--- src/rtl/dmem_store_responder.sv ---
// dmem_store_responder
//   Data-memory responder for the pipelined MIPS store/load port. Stores
//   (sb/sh/sw) are queued in a small in-order store buffer. The buffer
//   retires one entry per cycle into a single-port word array. Retirement
//   happens only in cycles with no core memory traffic, or while the core
//   is stalled. Word loads read the array combinationally. A load whose
//   word is still sitting in the buffer stalls the core until every
//   matching entry has retired.
//
// Parameters
//   MEM_WORDS  number of 32-bit words in the array (word index taken from
//              dataadr[log2(MEM_WORDS)+1:2], upper address bits ignored)
//   SB_DEPTH   store-buffer entries, power of two, >= 2
//
// Ports
//   clk           system clock, all state updates on posedge
//   reset         synchronous, active-high; empties the store buffer and
//                 clears misalign_err (array contents are kept)
//   memwrite[1:0] 00 none, 01 byte, 10 half, 11 word store
//   memread       word-load request
//   dataadr[31:0] byte address of the load/store
//   writedata     right-aligned store data
//   readdata      combinational load result (0 unless a load completes)
//   stall         core holds all request inputs while high
//   misalign_err  sticky flag, set by a dropped misaligned store
//
// Optional build macro
//   DMEM_STORE_TRACE_EN  adds a retired-store counter and $display trace of
//                        every retired and every dropped misaligned store.
//                        Ports and cycle behaviour do not change.

module dmem_store_responder #(
  parameter int unsigned MEM_WORDS = 64,
  parameter int unsigned SB_DEPTH  = 4
) (
  input  logic        clk,
  input  logic        reset,
  input  logic [1:0]  memwrite,
  input  logic        memread,
  input  logic [31:0] dataadr,
  input  logic [31:0] writedata,
  output logic [31:0] readdata,
  output logic        stall,
  output logic        misalign_err
);

  localparam int unsigned IDX_W = $clog2(MEM_WORDS);
  localparam int unsigned PTR_W = $clog2(SB_DEPTH);
  localparam logic [PTR_W:0] DEPTH_CNT = (PTR_W+1)'(SB_DEPTH);

  typedef enum logic [1:0] {
    ST_NONE = 2'b00,
    ST_BYTE = 2'b01,
    ST_HALF = 2'b10,
    ST_WORD = 2'b11
  } st_kind_e;

  // ---------------------------------------------------------------------
  // Request decode
  // ---------------------------------------------------------------------
  st_kind_e          kind;
  logic [IDX_W-1:0]  req_idx;
  logic              store_req;
  logic              aligned;
  logic [31:0]       st_data;
  logic [3:0]        st_mask;
  logic              unused_adr_bits;

  assign kind            = st_kind_e'(memwrite);
  assign req_idx         = dataadr[IDX_W+1:2];
  assign store_req       = (kind != ST_NONE);
  assign unused_adr_bits = ^dataadr[31:IDX_W+2];

  // Sub-word data is replicated across lanes so the mask alone picks the
  // destination bytes.
  always_comb begin
    aligned = 1'b1;
    st_data = '0;
    st_mask = '0;
    case (kind)
      ST_BYTE: begin
        st_data = {4{writedata[7:0]}};
        st_mask = 4'b0001 << dataadr[1:0];
      end
      ST_HALF: begin
        aligned = ~dataadr[0];
        st_data = {2{writedata[15:0]}};
        st_mask = dataadr[1] ? 4'b1100 : 4'b0011;
      end
      ST_WORD: begin
        aligned = (dataadr[1:0] == 2'b00);
        st_data = writedata;
        st_mask = 4'b1111;
      end
      default: begin
        aligned = 1'b1;
        st_data = '0;
        st_mask = '0;
      end
    endcase
  end

  // ---------------------------------------------------------------------
  // Store buffer
  // ---------------------------------------------------------------------
  logic [IDX_W-1:0] sb_idx  [SB_DEPTH];
  logic [31:0]      sb_data [SB_DEPTH];
  logic [3:0]       sb_mask [SB_DEPTH];
  logic [PTR_W-1:0] rd_ptr;
  logic [PTR_W-1:0] wr_ptr;
  logic [PTR_W:0]   count;

  logic             full;
  logic             hazard;
  logic             push;
  logic             drain;
  logic             load_ok;
  logic [PTR_W-1:0] age;

  assign full = (count == DEPTH_CNT);

  // An entry is live when its distance from the read pointer (modulo
  // depth) is below the occupancy count.
  always_comb begin
    hazard = 1'b0;
    age    = '0;
    for (int unsigned i = 0; i < SB_DEPTH; i++) begin
      age = PTR_W'(i) - rd_ptr;
      if (({1'b0, age} < count) && (sb_idx[PTR_W'(i)] == req_idx)) begin
        hazard = 1'b1;
      end
    end
    hazard = hazard & memread;
  end

  assign stall   = (store_req && aligned && full) ||
                   (memread && !store_req && hazard);
  assign push    = store_req && aligned && !full;
  // Retirement is suppressed under reset so that discarded stores can
  // never reach the array.
  assign drain   = (count != '0) && (stall || (!store_req && !memread)) &&
                   !reset;
  assign load_ok = memread && !store_req && !stall;

  always_ff @(posedge clk) begin
    if (reset) begin
      rd_ptr <= '0;
      wr_ptr <= '0;
      count  <= '0;
    end else begin
      if (push) begin
        wr_ptr <= wr_ptr + PTR_W'(1);
      end
      if (drain) begin
        rd_ptr <= rd_ptr + PTR_W'(1);
      end
      case ({push, drain})
        2'b10:   count <= count + (PTR_W+1)'(1);
        2'b01:   count <= count - (PTR_W+1)'(1);
        default: count <= count;
      endcase
    end
  end

  // Entry storage needs no reset; occupancy is tracked by count alone.
  always_ff @(posedge clk) begin
    if (push && !reset) begin
      sb_idx[wr_ptr]  <= req_idx;
      sb_data[wr_ptr] <= st_data;
      sb_mask[wr_ptr] <= st_mask;
    end
  end

  // ---------------------------------------------------------------------
  // Word array (single port: retirement and loads never share a cycle)
  // ---------------------------------------------------------------------
  logic [31:0] mem [MEM_WORDS];

  always_ff @(posedge clk) begin
    if (drain) begin
      for (int unsigned l = 0; l < 4; l++) begin
        if (sb_mask[rd_ptr][2'(l)]) begin
          mem[sb_idx[rd_ptr]][l*8 +: 8] <= sb_data[rd_ptr][l*8 +: 8];
        end
      end
    end
  end

  assign readdata = load_ok ? mem[req_idx] : '0;

  // ---------------------------------------------------------------------
  // Misaligned-store flag
  // ---------------------------------------------------------------------
  always_ff @(posedge clk) begin
    if (reset) begin
      misalign_err <= 1'b0;
    end else if (store_req && !aligned) begin
      misalign_err <= 1'b1;
    end
  end

`ifdef DMEM_STORE_TRACE_EN
  logic [31:0] retired_cnt;

  always_ff @(posedge clk) begin
    if (reset) begin
      retired_cnt <= '0;
    end else begin
      if (drain) begin
        retired_cnt <= retired_cnt + 32'd1;
        $display("STORE %0d adr=%h data=%h mask=%b", retired_cnt + 32'd1,
                 32'({sb_idx[rd_ptr], 2'b00}), sb_data[rd_ptr],
                 sb_mask[rd_ptr]);
      end
      if (store_req && !aligned) begin
        $display("STORE MISALIGNED adr=%h", dataadr);
      end
    end
  end
`else
`endif

endmodule

--- config.mk ---
export PLATFORM = sky130hd
export DESIGN_NAME = dmem_store_responder
export DESIGN_NICKNAME = d
export VERILOG_FILES = /design/src/rtl/dmem_store_responder.sv
export SDC_FILE = /design/constraint.sdc
export NUM_CORES = 2
export LEC_CHECK = 0
export CAP_MARGIN = 25
export CORE_UTILIZATION = 55
export CTS_CLUSTER_DIAMETER = 30
export DETAILED_ROUTE_END_ITERATION = 7
export PLACE_DENSITY = 0.74
export SKIP_LAST_GASP = 1
export SLEW_MARGIN = 20
export SYNTH_ARGS = -nofsm -noshare
export SYNTH_HDL_FRONTEND = slang
export SYNTH_SLANG_ARGS = --single-unit
--- constraint.sdc ---
create_clock -name clk -period 3.7 [get_ports clk]
set_input_delay 0.74 -clock clk [delete_from_list [all_inputs] [get_ports clk]]
set_output_delay 0.74 -clock clk [all_outputs]
set_load 0.02 [all_outputs]
==> flow_metrics.env <==
export IMPL_holdPathStages=1
export IMPL_min_period_over_period_pct=118.0
export IMPL_grt_antenna_before_repair=10
export IMPL_fmax_mhz=229.0
export IMPL_place_hpwl_um=163700
export IMPL_yosysWarnings=0
export IMPL_violations="setup timing"
export IMPL_hold_violations=0
export IMPL_dpl_cell_area_um2=95900
export IMPL_ir_worst_vdd_v=0.0004296
export IMPL_required_ns=2.96
export IMPL_crit_type="reg2out"
export IMPL_crit_family="simple AND/OR/NAND/NOR gates"
export IMPL_die_h_um=401.1
export IMPL_hp_class="in2reg"
export IMPL_worst_slew_pin_slew_ns=1.123
export IMPL_worst_slew_margin_rel_pct=24.84
export IMPL_dr_total_vias=50120
export IMPL_vias_per_cell=6.681
export IMPL_power_density_nw_per_um2=631.8
export IMPL_pre_cts_ws_ns=-1.138
export IMPL_synthesis_instances=4155
export IMPL_netlist_top_cells_area="edfxtp_1 (76%), mux4_2 (13%), mux2i_1 (1.6%)"
export IMPL_ys_flop_type="edfxtp_1"
export IMPL_worst_path_max_fanout=4
export IMPL_area_growth_pct=25.72
export IMPL_r2r_cells=7
export IMPL_ant_nets=0
export IMPL_worst_slack_ns=-0.6674
export IMPL_io_buffers=78
export IMPL_clock_sinks=2226
export IMPL_finalCoreUtilization_pct=69.61
export IMPL_layout_min_cycle_time_ns=4.367
export IMPL_clkLatencyLatePin_ns=0.96
export IMPL_cts_root_buf="clkbuf_16"
export IMPL_ctsHoldBuffers=0
export IMPL_status="finished, violations left"
export IMPL_start_kind="flop"
export IMPL_ctsLongestPathBuffers=4
export IMPL_rsz0062_at_grt="yes"
export IMPL_synth_distinct_cells=71
export IMPL_ys_seq_elements=2226
export IMPL_cts_tree="yes"
export IMPL_skew_ns=0.06566
export IMPL_grt_usage_pct=33.48
export IMPL_hold_slack_ns=0.1831
export IMPL_gp_congestion=0.9934
export IMPL_total_leakage_power_nw=36.60
export IMPL_async_reset_ff_share_pct=0
export IMPL_gr_total_overflow=0
export IMPL_cp_end_kind="output pin"
export IMPL_timing_critical_path_buf_inv=5
export IMPL_drc_errors=0
export IMPL_routed_wl_um=268600
export IMPL_yosysTopAreaCellShare_pct=75.97
export IMPL_start_util_pct=55.37
export IMPL_final_fill_count=8967
export IMPL_cp_cell_sequence="xnor2_4, ha_2, a2111o_1, a211oi_2, nor3_2, nand3_2, buf_12, buf_16, buf_8, nor4_4, buf_4, buf_6"
export IMPL_first_pass_iters=8
export IMPL_drt_iter0_markers=7822
export IMPL_synth_edf_count=2216
export IMPL_avgSynthCellArea_um2=21.08
export IMPL_die_area_um2=160900
export IMPL_grt_max_degree=65
export IMPL_yosysSeqAreaShare_pct=76.19
export IMPL_setup_violations=32
export IMPL_cts_made_buffers=398
export IMPL_finalInstanceArea_um2=110100
export IMPL_grt_pass1_vias=51330
export IMPL_grt_pass1_wl_um=376300
export IMPL_die_w_um=401.1
export IMPL_wl_per_cell_um=35.80
export IMPL_yosys_area_top_type="edfxtp_1"
export IMPL_worst_endpoint_arrival_ns=3.63
export IMPL_synth_most_common_cell="edfxtp_1"
export IMPL_htreeDepth=5
export IMPL_syn_nets=4234
export IMPL_syn_cell_area_um2=87600
export IMPL_rows=146
export IMPL_drive_gt1_share_pct=37.45
export IMPL_coreArea_um2=158200
export IMPL_path_clk_slew_ns=0.05
export IMPL_slowest_stage="nor4_4"
export IMPL_fin_nets=5187
export IMPL_cp_num_cells=12
export IMPL_drv_slew=0
export IMPL_ios=103
export IMPL_maxCapViolations=0
export IMPL_timing_setup_tns_ns=-15.41
export IMPL_r2r_slack_ns=0.07
export IMPL_critPathMaxStageDelay_ns=0.51
export IMPL_synth_common_cells="edfxtp_1 (2216), mux4_2 (515), nor2_1 (327)"
-- power breakdown --
part	total, mW	internal, mW	switching (mW)
Combinational	5.19	1.68	3.52
Sequential	29.0	29.0	0.0692
Clock	35.4	22.5	12.8
-- routing by layer --
layer | GRT usage [%] | vias up | part of all wire (%)
li1 | - | 19370 | -
met5 | 0 | - | 0.028
met3 | 10.33 | 901 | 14
met4 | 19.57 | 10 | 6.7
met2 | 52.01 | 4248 | 47
met1 | 41.89 | 25590 | 33
-- worst reg2reg max path, cell delays in order (launching register included) --
cell and delay, ns:
dfxtp_2 0.49, mux4_2 0.69, nand2b_1 0.22, nor2_1 0.29
buf_4 0.20, nand2_1 0.31, buf_4 0.29, nor2_1 0.71
-- timing repair --
action	in CTS	in global routing
gates resized for setup	255	60
pin swaps	17	29
endpoints found under the setup margin	50	65
setup buffers	35	14
gates cloned	3	0
-- kinds of logic (layout without fill, tap and decap cells) --
logic type | count (synthesis) | count (layout) | share of synthesized area (%)
compound gates | 344 | 344 | 2.842
flops | 2226 | 2226 | 76.19
buf+inv | 253 | 1524 | 2.044
xor+xnor | 28 | 28 | 0.2800
mux | 685 | 685 | 15.55
simple gates | 609 | 609 | 2.940
other cells | 0 | 4 | 0
fa+ha+maj | 10 | 10 | 0.1514
-- cell usage in the layout, fill, tap and decap left out, drive strengths merged, types with 8 or more instances in the layout --
cell | Yosys | routed
a2111oi | 8 | 8
nand2b | 12 | 12
o22ai | 15 | 15
a31oi | 8 | 8
a211oi | 18 | 18
nor3 | 44 | 44
xnor2 | 11 | 11
o21ai | 52 | 52
a21oi | 64 | 64
clkinvlp | 0 | 56
ha | 9 | 9
nand2 | 131 | 131
a22oi | 73 | 73
clkdlybuf4s50 | 0 | 38
nand3 | 47 | 47
and2 | 9 | 9
clkinv | 2 | 135
a221oi | 30 | 30
nor2 | 327 | 327
clkbuf | 60 | 435
mux2 | 8 | 8
mux2i | 143 | 143
edfxtp | 2216 | 2216
buf | 165 | 742
a22o | 12 | 12
xor2 | 17 | 17
dfxtp | 10 | 10
inv | 22 | 80
bufinv | 0 | 36
a221o | 18 | 18
mux4 | 534 | 534
nor2b | 18 | 18
o221ai | 8 | 8
-- worst paths after layout --
check,start,to
max,rd_ptr[1]$_SDFFE_PP0P_,readdata[2]
min reg2reg,wr_ptr[1]$_SDFFE_PP0P_,wr_ptr[1]$_SDFFE_PP0P_
max reg2reg,flop,mem[22][6]$_DFFE_PP_
min,dataadr[6],sb_idx[0][4]$_DFFE_PP_
-- through the flow --
step | power, mW | cells
finish | 69.58 | 7502
detailed placement | 34.24 | 6750
global route | 70.89 | 7498
global placement | 34.08 | 6749
floorplan | 31.94 | 4155
CTS | 69.41 | 7494
-- final cells by class --
class	count	area (um2)	share of cell area (%)
multi-input combinational	1676	19760	17.94
sequential	2226	66750	60.62
tap	2072	2592	2.354
inverter	24	95.09	0.08635
antenna	4	10.01	0.009089
timing repair buffer	782	7918	7.190
clock buffer	435	10180	9.247
clock inverter	283	2814	2.555
-- state kept, by name (all words and copies together) (netlist names), named ones only --
register      flops
count             3
mem            2048
misalign_err      1
rd_ptr            2
sb_data         128
sb_idx           24
sb_mask          16
wr_ptr            2
Power figures use the tool's default switching activity.
